`config.mk`:
```
export PLATFORM = sky130hd
export DESIGN_NAME = mpc_div_29s_7ns_21_seq
export DESIGN_NICKNAME = d
export VERILOG_FILES = /design/src/rtl/mpc_div_pkg.sv /design/src/rtl/mpc_div_step.sv /design/src/rtl/mpc_div_29s_7ns_21_seq.sv
export SDC_FILE = /design/constraint.sdc
export NUM_CORES = 1
export LEC_CHECK = 0
export ABC_CLOCK_PERIOD_IN_PS = 2650
export BUFFER_PORTS_ARGS = -buffer_cell sky130_fd_sc_hd__buf_2
export CAP_MARGIN = 20
export CORE_ASPECT_RATIO = 0.7
export CORE_MARGIN = 3
export CORE_UTILIZATION = 35
export CTS_CLUSTER_SIZE = 16
export DETAILED_ROUTE_END_ITERATION = 10
export PLACE_DENSITY = 0.64
export SYNTH_ARGS = -nofsm -noshare
export SYNTH_HDL_FRONTEND = slang
export SYNTH_SLANG_ARGS = --single-unit
export TNS_END_PERCENT = 50
```
`constraint.sdc`:
```
create_clock -name clk -period 2.65 [get_ports clk]
set_input_delay 0.53 -clock clk [delete_from_list [all_inputs] [get_ports clk]]
set_output_delay 0.53 -clock clk [all_outputs]
set_load 0.05 [all_outputs]
```
`src/rtl/mpc_div_pkg.sv`:
```
// Shared constants and types for the MPC sequential signed/unsigned divider.
// Holds the operand widths, the FSM state encoding, the saturation limits of
// the signed quotient and the width of the bit counter.
package mpc_div_pkg;

  localparam int unsigned AW   = 29;         // dividend width (signed)
  localparam int unsigned BW   = 7;          // divisor width (unsigned)
  localparam int unsigned QW   = 21;         // quotient width (signed, saturating)
  localparam int unsigned RW   = BW + 1;     // remainder width (signed)
  localparam int unsigned CntW = $clog2(AW);

  typedef enum logic [1:0] {
    StIdle = 2'd0,
    StCalc = 2'd1,
    StFix  = 2'd2
  } state_e;

  localparam logic [QW-1:0] QMAX = {1'b0, {(QW-1){1'b1}}};  //  2^(QW-1)-1
  localparam logic [QW-1:0] QMIN = {1'b1, {(QW-1){1'b0}}};  // -2^(QW-1)

  // Largest quotient magnitudes that still fit, for each sign of the result.
  localparam logic [AW-1:0] MagPosMax = AW'(QMAX);
  localparam logic [AW-1:0] MagNegMax = AW'(QMIN);

endpackage

```
`src/rtl/mpc_div_step.sv`:
```
// One combinational restoring-division step.
//   rem      : current partial remainder (always < b between steps)
//   bit_in   : next dividend magnitude bit, MSB first
//   b        : unsigned divisor
//   rem_next : partial remainder after the conditional subtract
//   q_bit    : quotient bit produced by this step
module mpc_div_step
  import mpc_div_pkg::*;
(
  input  logic [RW-1:0] rem,
  input  logic          bit_in,
  input  logic [BW-1:0] b,
  output logic [RW-1:0] rem_next,
  output logic          q_bit
);

  logic [RW-1:0] partial;

  always_comb begin
    partial  = {rem[BW-1:0], bit_in};
    // A set top bit of rem means the shifted value certainly exceeds b.
    q_bit    = rem[BW] | (partial >= {1'b0, b});
    rem_next = q_bit ? (partial - {1'b0, b}) : partial;
  end

endmodule

```
`src/rtl/mpc_div_29s_7ns_21_seq.sv`:
```
// Sequential signed-by-unsigned divider: a (29-bit signed) / b (7-bit
// unsigned) -> q (21-bit signed, truncated toward zero, saturated) and
// r (8-bit signed, sign of a). One quotient bit per ce-cycle.
// Ports:
//   clk, rst (sync, active-low), ce (clock enable, freezes everything)
//   start, a, b      : request and operands, taken in IDLE with ce=1
//   q, r, dbz, ovf   : registered result, held until the next done
//   busy             : high from the accepting edge until done falls
//   done             : one-ce-cycle result pulse
module mpc_div_29s_7ns_21_seq
  import mpc_div_pkg::*;
(
  input  logic          clk,
  input  logic          rst,
  input  logic          ce,
  input  logic          start,
  input  logic [AW-1:0] a,
  input  logic [BW-1:0] b,
  output logic [QW-1:0] q,
  output logic [RW-1:0] r,
  output logic          busy,
  output logic          done,
  output logic          dbz,
  output logic          ovf
);

  state_e          state_q;
  logic [CntW-1:0] cnt_q;
  // Holds |a| at accept; shifts left each step, quotient bits enter at the LSB,
  // so after AW steps it holds the magnitude quotient.
  logic [AW-1:0]   acc_q;
  logic [RW-1:0]   rem_q;
  logic [BW-1:0]   b_q;
  logic            neg_q;

  logic [AW-1:0]   a_mag;
  logic [RW-1:0]   step_rem;
  logic            step_qbit;
  logic [QW-1:0]   fix_q;
  logic [RW-1:0]   fix_r;
  logic            fix_ovf;

  mpc_div_step u_step (
    .rem      (rem_q),
    .bit_in   (acc_q[AW-1]),
    .b        (b_q),
    .rem_next (step_rem),
    .q_bit    (step_qbit)
  );

  // |-2^(AW-1)| wraps to 2^(AW-1), which is still correct as an unsigned value.
  assign a_mag = a[AW-1] ? (~a + 1'b1) : a;

  // Sign restoration and saturation of the magnitude result.
  always_comb begin
    fix_ovf = 1'b0;
    fix_r   = neg_q ? (~rem_q + 1'b1) : rem_q;
    if (neg_q) begin
      if (acc_q > MagNegMax) begin
        fix_q   = QMIN;
        fix_ovf = 1'b1;
      end else begin
        fix_q = ~acc_q[QW-1:0] + 1'b1;
      end
    end else begin
      if (acc_q > MagPosMax) begin
        fix_q   = QMAX;
        fix_ovf = 1'b1;
      end else begin
        fix_q = acc_q[QW-1:0];
      end
    end
  end

  always_ff @(posedge clk) begin
    if (!rst) begin
      state_q <= StIdle;
      cnt_q   <= '0;
      acc_q   <= '0;
      rem_q   <= '0;
      b_q     <= '0;
      neg_q   <= 1'b0;
      q       <= '0;
      r       <= '0;
      busy    <= 1'b0;
      done    <= 1'b0;
      dbz     <= 1'b0;
      ovf     <= 1'b0;
    end else if (ce) begin
      unique case (state_q)
        StIdle: begin
          done <= 1'b0;
          if (start) begin
            acc_q   <= a_mag;
            b_q     <= b;
            neg_q   <= a[AW-1];
            rem_q   <= '0;
            cnt_q   <= CntW'(AW - 1);
            busy    <= 1'b1;
            state_q <= (b == '0) ? StFix : StCalc;
          end else begin
            busy <= 1'b0;
          end
        end
        StCalc: begin
          rem_q <= step_rem;
          acc_q <= {acc_q[AW-2:0], step_qbit};
          if (cnt_q == '0) begin
            state_q <= StFix;
          end else begin
            cnt_q <= cnt_q - 1'b1;
          end
        end
        StFix: begin
          done    <= 1'b1;
          state_q <= StIdle;
          if (b_q == '0) begin
            q   <= neg_q ? QMIN : QMAX;
            r   <= '0;
            dbz <= 1'b1;
            ovf <= 1'b0;
          end else begin
            q   <= fix_q;
            r   <= fix_r;
            dbz <= 1'b0;
            ovf <= fix_ovf;
          end
        end
        default: state_q <= StIdle;
      endcase
    end
  end

endmodule

```
## Yosys cells after proc, flatten, opt, wreduce, memory -nomap -nowiden

Index checks and enable logic that the tools add are counted.

- Flip-flop bits (word level): 85
- Latch bits: 0
- Bits of input ports: 40
- Output and inout port bits: 33
- Word-level logic and storage cells: 69
- RAM bits: 0
- Memories kept: 0
- ROM bits: 0

- Bitwise gates (word level): 4
- Magnitude comparators: 3
- Equality and inequality tests: 5
- Div/mod/pow operators: 0
- Multipliers: 0
- Shifts and indexed selects: 0
- Multiplexer cells: 27
- Reduce and logical (&&, ||, !) cells: 13
- Add/sub/neg operators: 5

Operators with widths:

| kind | number |
|---|---|
| 21-bit 2-to-1 mux | 5 |
| 29-bit 2-to-1 mux | 2 |
| 29-bit one-hot mux with 2 select lines | 1 |
| 8-bit 2-to-1 mux | 4 |
| 29-bit by 1-bit adder with 29-bit output, second input constant | 1 |
| 29-bit by 20-bit > comparator with 1-bit output, second input constant | 1 |
| 29-bit by 21-bit > comparator with 1-bit output, second input constant | 1 |
| 29-bit inverter | 1 |
| 21-bit by 1-bit adder with 21-bit output, second input constant | 1 |
| 21-bit inverter | 1 |
| 8-bit one-hot mux with 2 select lines | 1 |
| 7-bit zero test | 2 |
| 5-bit 2-to-1 mux | 2 |
| 5-bit one-hot mux with 2 select lines | 1 |
| 3-bit AND reduction | 3 |
| 8-bit by 1-bit adder with 8-bit output, second input constant | 1 |
| 8-bit by 7-bit greater-or-equal comparator with 1-bit output | 1 |
| 8-bit inverter | 1 |
| 8-bit by 7-bit subtractor with 8-bit output | 1 |
| 1-bit 2-to-1 mux | 6 |
| 2-bit 2-to-1 mux | 3 |
| 2-bit inequality test, second input constant | 3 |
| 2-bit AND reduction | 3 |
| 5-bit zero test | 1 |
| other kinds (9) | 10 |

## Logic depth before layout (Yosys ltp)

Gate-level depths: netlist (run 1).

- Word-level depth: 5
- Depth in mapped cells: 9
- Gate-level depth less buffers: 9

## By module

A second synthesis (run 1) with hierarchy kept.

- Cell total of the unflattened synthesis: 703
- Area, all modules: 5626.6 um^2

By module, submodules not included:

| module | times used | cells an instance | sequential area each (um^2) | area an instance (um^2) |
|---|---|---|---|---|
| mpc_div_29s_7ns_21_seq | 1 | 643 | 1701.6 | 5221.3 |
| mpc_div_step | 1 | 60 | 0.0 | 405.4 |

## Worst setup path after synthesis (run 1)

Ideal clock, no wire load.

- Path kind: input-to-reg
- Start: in a[0]
- End: reg acc_q[26]
- Cell stages on the path: 8
- Data required time: 2.530 ns
- Library setup time: 0.120 ns
- Path slack: 0.061 ns
- Path buffers: 0
- Arrival time: 2.469 ns
- Cell sequence: inv_1 ha_1 or4b_2 or4_4 o41ai_2 xnor2_1 a221oi_2 nor2_1

- Longest elaborated chain between the ends: 5

RTL lines:

| what | RTL line | source |
|---|---|---|
| start, declared | mpc_div_29s_7ns_21_seq.sv:17 | `input logic [AW-1:0] a,` |
| 29-bit inverter | mpc_div_29s_7ns_21_seq.sv:52 | `assign a_mag = a[AW-1] ? (~a + 1'b1) : a;` |
| 29-bit by 1-bit adder with 29-bit output | mpc_div_29s_7ns_21_seq.sv:52 |  |
| 29-bit 2-to-1 mux | mpc_div_29s_7ns_21_seq.sv:52 |  |
| 29-bit 2-to-1 mux | mpc_div_29s_7ns_21_seq.sv:93 | `if (start) begin` |
| 29-bit one-hot mux with 2 select lines | mpc_div_29s_7ns_21_seq.sv:90 | `unique case (state_q)` |
| end signal, assigned | mpc_div_29s_7ns_21_seq.sv:94 | `acc_q <= a_mag;` |
| end signal, assigned | mpc_div_29s_7ns_21_seq.sv:107 | `acc_q <= {acc_q[AW-2:0], step_qbit};` |
| end, declared | mpc_div_29s_7ns_21_seq.sv:31 | `logic [AW-1:0] acc_q;` |

No other way between the ends. The select of a mux whose other input is x is not followed.
A chain may end at the register's enable or synchronous reset.

## Final worst setup path (run 1)

- Start: reg acc_q[15]
- End: reg ovf

- Longest elaborated chain between the ends: 4
- Elaborated cells between the ends (all ways): 6
- Classes of those cells: 2 x order compare; 4 x mux

RTL lines:

| what | RTL line | source |
|---|---|---|
| 29-bit by 20-bit > comparator with 1-bit output / 29-bit by 21-bit > comparator with 1-bit output (equally long branches) | mpc_div_29s_7ns_21_seq.sv:66, mpc_div_29s_7ns_21_seq.sv:59 |  |
| 1-bit 2-to-1 mux, on equally long branches | mpc_div_29s_7ns_21_seq.sv:66, mpc_div_29s_7ns_21_seq.sv:59 |  |
| 1-bit 2-to-1 mux (*) | mpc_div_29s_7ns_21_seq.sv:58 | `if (neg_q) begin` |
| 1-bit 2-to-1 mux (*) | mpc_div_29s_7ns_21_seq.sv:117 | `if (b_q == '0) begin` |
| end signal, assigned | mpc_div_29s_7ns_21_seq.sv:126 | `ovf <= fix_ovf;` |
| end, declared | mpc_div_29s_7ns_21_seq.sv:24 | `output logic ovf` |

Mark *: on every way between the ends. The rest lies on a longest branch, timed or not.

==> results.sh, run 1 <==
export IMPL_viasPerCell=5.42
export IMPL_synth_seq_area_share=0.327
export IMPL_final_cell_mix="84 x dfxtp_1, 82 x nand2_1, 72 x buf_2"
export IMPL_antenna_found_initial=0
export IMPL_rows=36
export IMPL_syn_inst=679
export IMPL_cts_tree="built"
export IMPL_cp_data_arrival_time_ns=2.74
export IMPL_power_switching_mw=1.15
export IMPL_grt_max_degree=40
export IMPL_p_per_area_nw_per_um2=584
export IMPL_switching_share=0.307
export IMPL_min_period_ns=2.53
export IMPL_p_leak_nw=2.48
export IMPL_gp_congestion=0.917
export IMPL_fp_dieH_um=108
export IMPL_yosys_warnings=0
export IMPL_drive_above_1_share=0.215
export IMPL_wl_per_cell_um=15.9
export IMPL_rsz0062_at_grt="no"
export IMPL_setup_viol=0
export IMPL_hold_violations=0
export IMPL_drt_initial_drc_count=406
export IMPL_pin_count=73
export IMPL_yosys_cell_types_count=58
export IMPL_syn_area_um2=5210
export IMPL_max_cap_violations=0
export IMPL_synth_main_ff_cell="dfxtp_1"
export IMPL_postCtsSetupRepairBufs=0
export IMPL_cts_htree_levels=3
export IMPL_syn_area_per_cell_um2=7.67
export IMPL_stdcell_count=968
export IMPL_power_frac_seq=0.375
export IMPL_grt_pass1_vias=4762
export IMPL_drt_drc_violations_left=0
export IMPL_start_util=0.366
export IMPL_cts_root_buffer_cell="clkbuf_16"
export IMPL_die_x_um=152
export IMPL_die_area_um2=16400
export IMPL_slew_headroom=0.595
export IMPL_fin_skew_ns=0.00871
export IMPL_drv_slew=0
export IMPL_p_int_mw=2.59
export IMPL_synth_nets=733
export IMPL_pwr_share_comb=0.257
export IMPL_worstSetupPathType="reg -> reg"
export IMPL_dr_total_vias=5251
export IMPL_status="finished, final reports clean"
export IMPL_yosys_register_bits=85
export IMPL_hold_path_class="in -> reg"
export IMPL_cp_end_kind="register"
export IMPL_fin_crit_sh=0.954
export IMPL_diodes=0
export IMPL_synth_edf_count=0
export IMPL_fin_util=0.450
export IMPL_wl_um=15400
export IMPL_grt_first_pass_wirelength_um=25400
export IMPL_clock_latency_ns=0.34
export IMPL_cts_sinks=85
export IMPL_max_freq_mhz=395
export IMPL_syn_to_final_growth_pct=23.0
export IMPL_nets=827
export IMPL_drt_pre_antenna_iters=5
export IMPL_grtUsageTotal=0.192
export IMPL_final_common_cell="dfxtp_1"
export IMPL_cp_start_kind="register"
export IMPL_dp_hpwl_um=11700
export IMPL_ir_drop_mv=0.283
export IMPL_clockBufferDepth=2
export IMPL_grt_overflow=0
export IMPL_pwr_share_clk=0.368
export IMPL_ant_nets=0
export IMPL_crit_path_max_fanout=6
export IMPL_worst_slew_pin_slew_ns=0.599
export IMPL_portBuffers=72
export IMPL_dp_cells=952
export IMPL_cts_buffers=9
export IMPL_postSynth_asyncResetShare=0
export IMPL_clkTransAtPathRegs_ns=0.07
export IMPL_fp_coreArea_um2=14200
export IMPL_required_ns=2.86
[state kept, by name, summed over array words and instances (netlist names)]
name and flops:
ovf 1, r 8, rem_q 8, b_q 7, busy 1, done 1
cnt_q 5, acc_q 29, state_q 2, dbz 1, neg_q 1, q 21
[worst max-delay path, cell delays in order, from the launching register on]
cell	delay, ns
dfxtp_1	0.40
or4_4	0.49
or4_4	0.45
o31a_1	0.35
a2111oi_0	0.48
buf_4	0.19
nor3_1	0.04
[per-stage QoR]
| stage | setup TNS [ns] | hold WS [ns] | instance area [um^2] | worst slack (ns) | power, mW |
|---|---|---|---|---|---|
| final | 0 | 0.432 | 6400 | 0.121 | 3.74 |
| after global routing | 0 | 0.433 | 6400 | 0.0339 | 3.93 |
| after CTS | 0 | 0.422 | 6390 | 0.0446 | 3.75 |
| after detailed placement | -0.725 | 0.449 | 6070 | -0.148 | 2.37 |
| after global placement | -0.292 | 0.445 | 6070 | -0.0723 | 2.37 |
| after floorplan | 0 | 0.444 | 5210 | 0.0610 | 2.05 |
[path summary, 6_finish.rpt]
kind	start	to	slack (ns)	depth (start not counted)
setup / recovery	acc_q[15]	ovf	0.12	6
setup reg to reg	acc_q[15]	ovf	0.12	6
hold reg to reg	q[20]	q[20]	0.46	2
hold / removal	b[2]	b_q[2]	0.43	3
[area by class of cell]
class / instances / area [um^2]
timing repair buffer: 134 / 826
clock buffer: 10 / 239
sequential: 85 / 1700
inverter: 31 / 116
clock inverter: 6 / 86.3
tap: 190 / 238
multi-input combinational: 512 / 3190
fill: 1458 / 7830
[layer usage]
metal / share of wire / global-route usage / routed length [um] / up-vias
li1: - / - / - / 2659
met1: 0.54 / 0.317 / 8390 / 2419
met2: 0.37 / 0.252 / 5790 / 164
met3: 0.074 / 0.0385 / 1150 / 9
met4: 0.0068 / 0.0314 / 105 / 0
met5: 0 / 0 / 0 / -
[cells in the mapped netlist (all sizes together), types with 10 or more instances]
cell | instances | area share
dfxtp | 85 | 0.33
nand2 | 82 | 0.059
a21oi | 62 | 0.060
o21ai | 50 | 0.048
nor2 | 46 | 0.034
clkbuf | 43 | 0.031
xnor2 | 42 | 0.071
inv | 31 | 0.022
a31oi | 19 | 0.023
o221ai | 19 | 0.032
nor3 | 18 | 0.017
nand3 | 17 | 0.016
o31ai | 17 | 0.025
nand4 | 14 | 0.017
ha | 13 | 0.031
or4 | 12 | 0.019
o41ai | 10 | 0.018
[power by group through the flow]
| stage | clock network (mW) | registers [mW] | logic (mW) |
|---|---|---|---|
| floorplan | 0 | 1.43 | 0.616 |
| global placement | 0 | 1.43 | 0.939 |
| detailed placement | 0 | 1.43 | 0.940 |
| CTS | 1.41 | 1.40 | 0.944 |
| global route | 1.46 | 1.41 | 1.06 |
| finish | 1.38 | 1.40 | 0.960 |
[kinds of logic (layout without fill, tap and decap cells)]
| family | count (synthesis) | after routing | synth area share |
|---|---|---|---|
| AO/OA/AOI/OAI | 213 | 213 | 0.263 |
| adder cells (fa/ha/maj) | 14 | 14 | 0.0351 |
| flip-flops | 85 | 85 | 0.327 |
| multiplexers | 7 | 7 | 0.0137 |
| AND/OR/NAND/NOR | 227 | 227 | 0.213 |
| buffers and inverters | 82 | 181 | 0.0620 |
| XOR/XNOR | 51 | 51 | 0.0858 |
[repair_timing]
item / CTS / global route
hold buffers: 0 / 0
resized for setup: 0 / 4
setup endpoints to repair: 0 / 1
Power figures use the tool's default switching activity.
==> run 2: changes to the inputs <==
Settings changed: SYNTH_HIERARCHICAL set to 1.
==> results.sh, run 2 <==
export IMPL_status="finished, final reports clean"
export IMPL_stdcell_count=976
export IMPL_hold_violations=0
export IMPL_worstSetupPathType="reg -> reg"
export IMPL_cp_num_buf_inv=2
export IMPL_cts_sinks=85
export IMPL_power_mw=3.92
export IMPL_fillCellCount=1610
export IMPL_wl_per_cell_um=16.7
export IMPL_grt_first_pass_wirelength_um=26200
export IMPL_cts_tree="built"
export IMPL_min_period_ns=2.46
export IMPL_worst_path_dominant_cell_family="simple AND/OR/NAND/NOR gates"
export IMPL_syn_to_final_growth_pct=17.3
export IMPL_pin_count=73
export IMPL_hold_ws_ns=0.447
export IMPL_syn_inst=703
export IMPL_portBuffers=72
export IMPL_drive_above_1_share=0.197
export IMPL_setup_viol=0
export IMPL_postSynth_asyncResetShare=0
export IMPL_cts_root_buffer_cell="clkbuf_16"
export IMPL_fin_crit_sh=0.930
export IMPL_slew_headroom=0.441
export IMPL_synth_main_ff_cell="dfxtp_1"
export IMPL_yosys_warnings=6
export IMPL_cts_htree_levels=3
export IMPL_synthTopCellsByCount="85 x dfxtp_1, 57 x nand2_1, 47 x clkbuf_1"
export IMPL_clockBufferDepth=2
export IMPL_viasPerCell=5.70
export IMPL_nets=825
export IMPL_fin_util=0.423
export IMPL_start_util=0.361
export IMPL_drv_slew=0
export IMPL_syn_area_um2=5630
export IMPL_cp_data_arrival_time_ns=2.75
export IMPL_grt_overflow=0
export IMPL_dp_hpwl_um=12300
export IMPL_setup_slack_ns=0.187
export IMPL_crit_path_max_fanout=5
export IMPL_p_leak_nw=2.51
export IMPL_post_cts_resized=0
export IMPL_wl_um=16300
export IMPL_placed_cell_area_um2=6330
export IMPL_die_x_um=158
export IMPL_required_ns=2.93
export IMPL_synth_top_area_frac=0.302
export IMPL_largest_reg_flops=29
export IMPL_gp_congestion=0.935
export IMPL_rows=38
export IMPL_clock_latency_ns=0.34
export IMPL_yosys_top_cells_area="dfxtp_1 30%, a21boi_0 5.2%, xnor2_1 4.7%, nand2_1 3.8%, clkbuf_1 3.1%"
export IMPL_cp_end_kind="register"
export IMPL_cts_buffers=9
export IMPL_grtUsageTotal=0.181
export IMPL_fp_dieH_um=112
export IMPL_cpMostUsedCell="nor4b_1"
export IMPL_ir_drop_mv=0.253
export IMPL_fin_skew_ns=0.00740
export IMPL_top_register="acc_q"
export IMPL_drt_drc_violations_left=0
export IMPL_worst_slew_pin_slew_ns=0.835
export IMPL_diodes=0
export IMPL_synth_top_area_cell="dfxtp_1"
export IMPL_yosys_register_bits=85
export IMPL_max_cap_violations=0
export IMPL_postCtsSetupRepairBufs=0
export IMPL_synth_seq_area_share=0.302
export IMPL_dp_slack_ns=-0.0364
export IMPL_rsz0062_at_grt="no"
export IMPL_syn_area_per_cell_um2=8.00
export IMPL_drt_pre_antenna_iters=5
export IMPL_yosys_cell_types_count=71
export IMPL_grt_max_degree=35
export IMPL_antenna_found_initial=0
export IMPL_final_common_cell="dfxtp_1"
export IMPL_ant_nets=0
export IMPL_final_cell_mix="85 x dfxtp_1, 72 x buf_2, 57 x nand2_1"
export IMPL_drt_initial_drc_count=576
export IMPL_max_freq_mhz=406
export IMPL_reg_top3="acc_q: 29 flops, q: 21 flops"
export IMPL_dp_cells=960
export IMPL_path_cells="inv_1 > ha_1 > nor4b_1 > nand3_1 > buf_4 > o21ai_1 > nor4b_1 > o221a_2"
export IMPL_clkTransAtPathRegs_ns=0.06
export IMPL_p_per_area_nw_per_um2=594
export IMPL_max_stage_delay_ns=0.46
export IMPL_cp_start_kind="register"
export IMPL_finish_instance_area_um2=6600
export IMPL_synth_edf_count=0
export IMPL_final_setup_tns_ns=0
export IMPL_synth_most_common_cell="dfxtp_1"
export IMPL_cts_hold_buffers=0
export IMPL_slowest_stage="nor4b_1"
export IMPL_dr_total_vias=5568
export IMPL_hold_path_class="in -> reg"
export IMPL_synth_nets=757
export IMPL_grt_pass1_vias=4831
export IMPL_die_area_um2=17700
export IMPL_fp_coreArea_um2=15600
## run 2: changes by cell type after synthesis, sizes merged, moves of 15 or more
cell / delta
nor2: -15
nor2b: +15
o21ai: -20
a21oi: -36
nand2: -25
a21boi: +39
## run 2: worst paths after layout
path | endpoint | startpoint | cells after the start | slack, ns
min reg2reg | b_q[6] | b_q[6] | 2 | 0.48
min | b_q[3] | b[3] | 3 | 0.45
max | q[16] | acc_q[0] | 8 | 0.19
max reg2reg | q[16] | acc_q[0] | 8 | 0.19
## run 2: layout make-up
| type | instances | area [um^2] | share of cell area |
|---|---|---|---|
| sequential | 85 | 1700 | 0.258 |
| clock buffer | 15 | 268 | 0.0406 |
| inverter | 25 | 98.8 | 0.0150 |
| tap | 200 | 250 | 0.0379 |
| multi-input combinational | 528 | 3540 | 0.537 |
| clock inverter | 1 | 5.00 | 0.000758 |
| timing repair buffer | 122 | 736 | 0.111 |
## run 2: worst min-delay path: cells and delay by family
kind            cells  cell delay [ns]
compound gates      1             0.06
buf+inv             1             0.10
simple gates        1             0.04
## run 2: cell families (layout without fill, tap and decap cells)
kind of cell	count (synthesis)	in the layout	share of synthesized area
simple gates	256	256	0.251
mux	5	5	0.00890
buf+inv	90	163	0.0689
flops	85	85	0.302
xor+xnor	38	38	0.0592
fa+ha+maj	14	14	0.0325
compound gates	215	215	0.277
## run 2: report_power, final
group	switching (mW)	internal (mW)
sequential	0.120	1.37
clock	0.493	0.687
combinational	0.755	0.502
total	1.37	2.55
## run 2: metal layers
metal / vias to the layer above / global-route usage / share of wire
met4: 0 / 0.0416 / 0.012
met2: 186 / 0.238 / 0.40
li1: 2772 / - / -
met5: - / 0 / 0
met1: 2592 / 0.297 / 0.53
met3: 18 / 0.0358 / 0.061
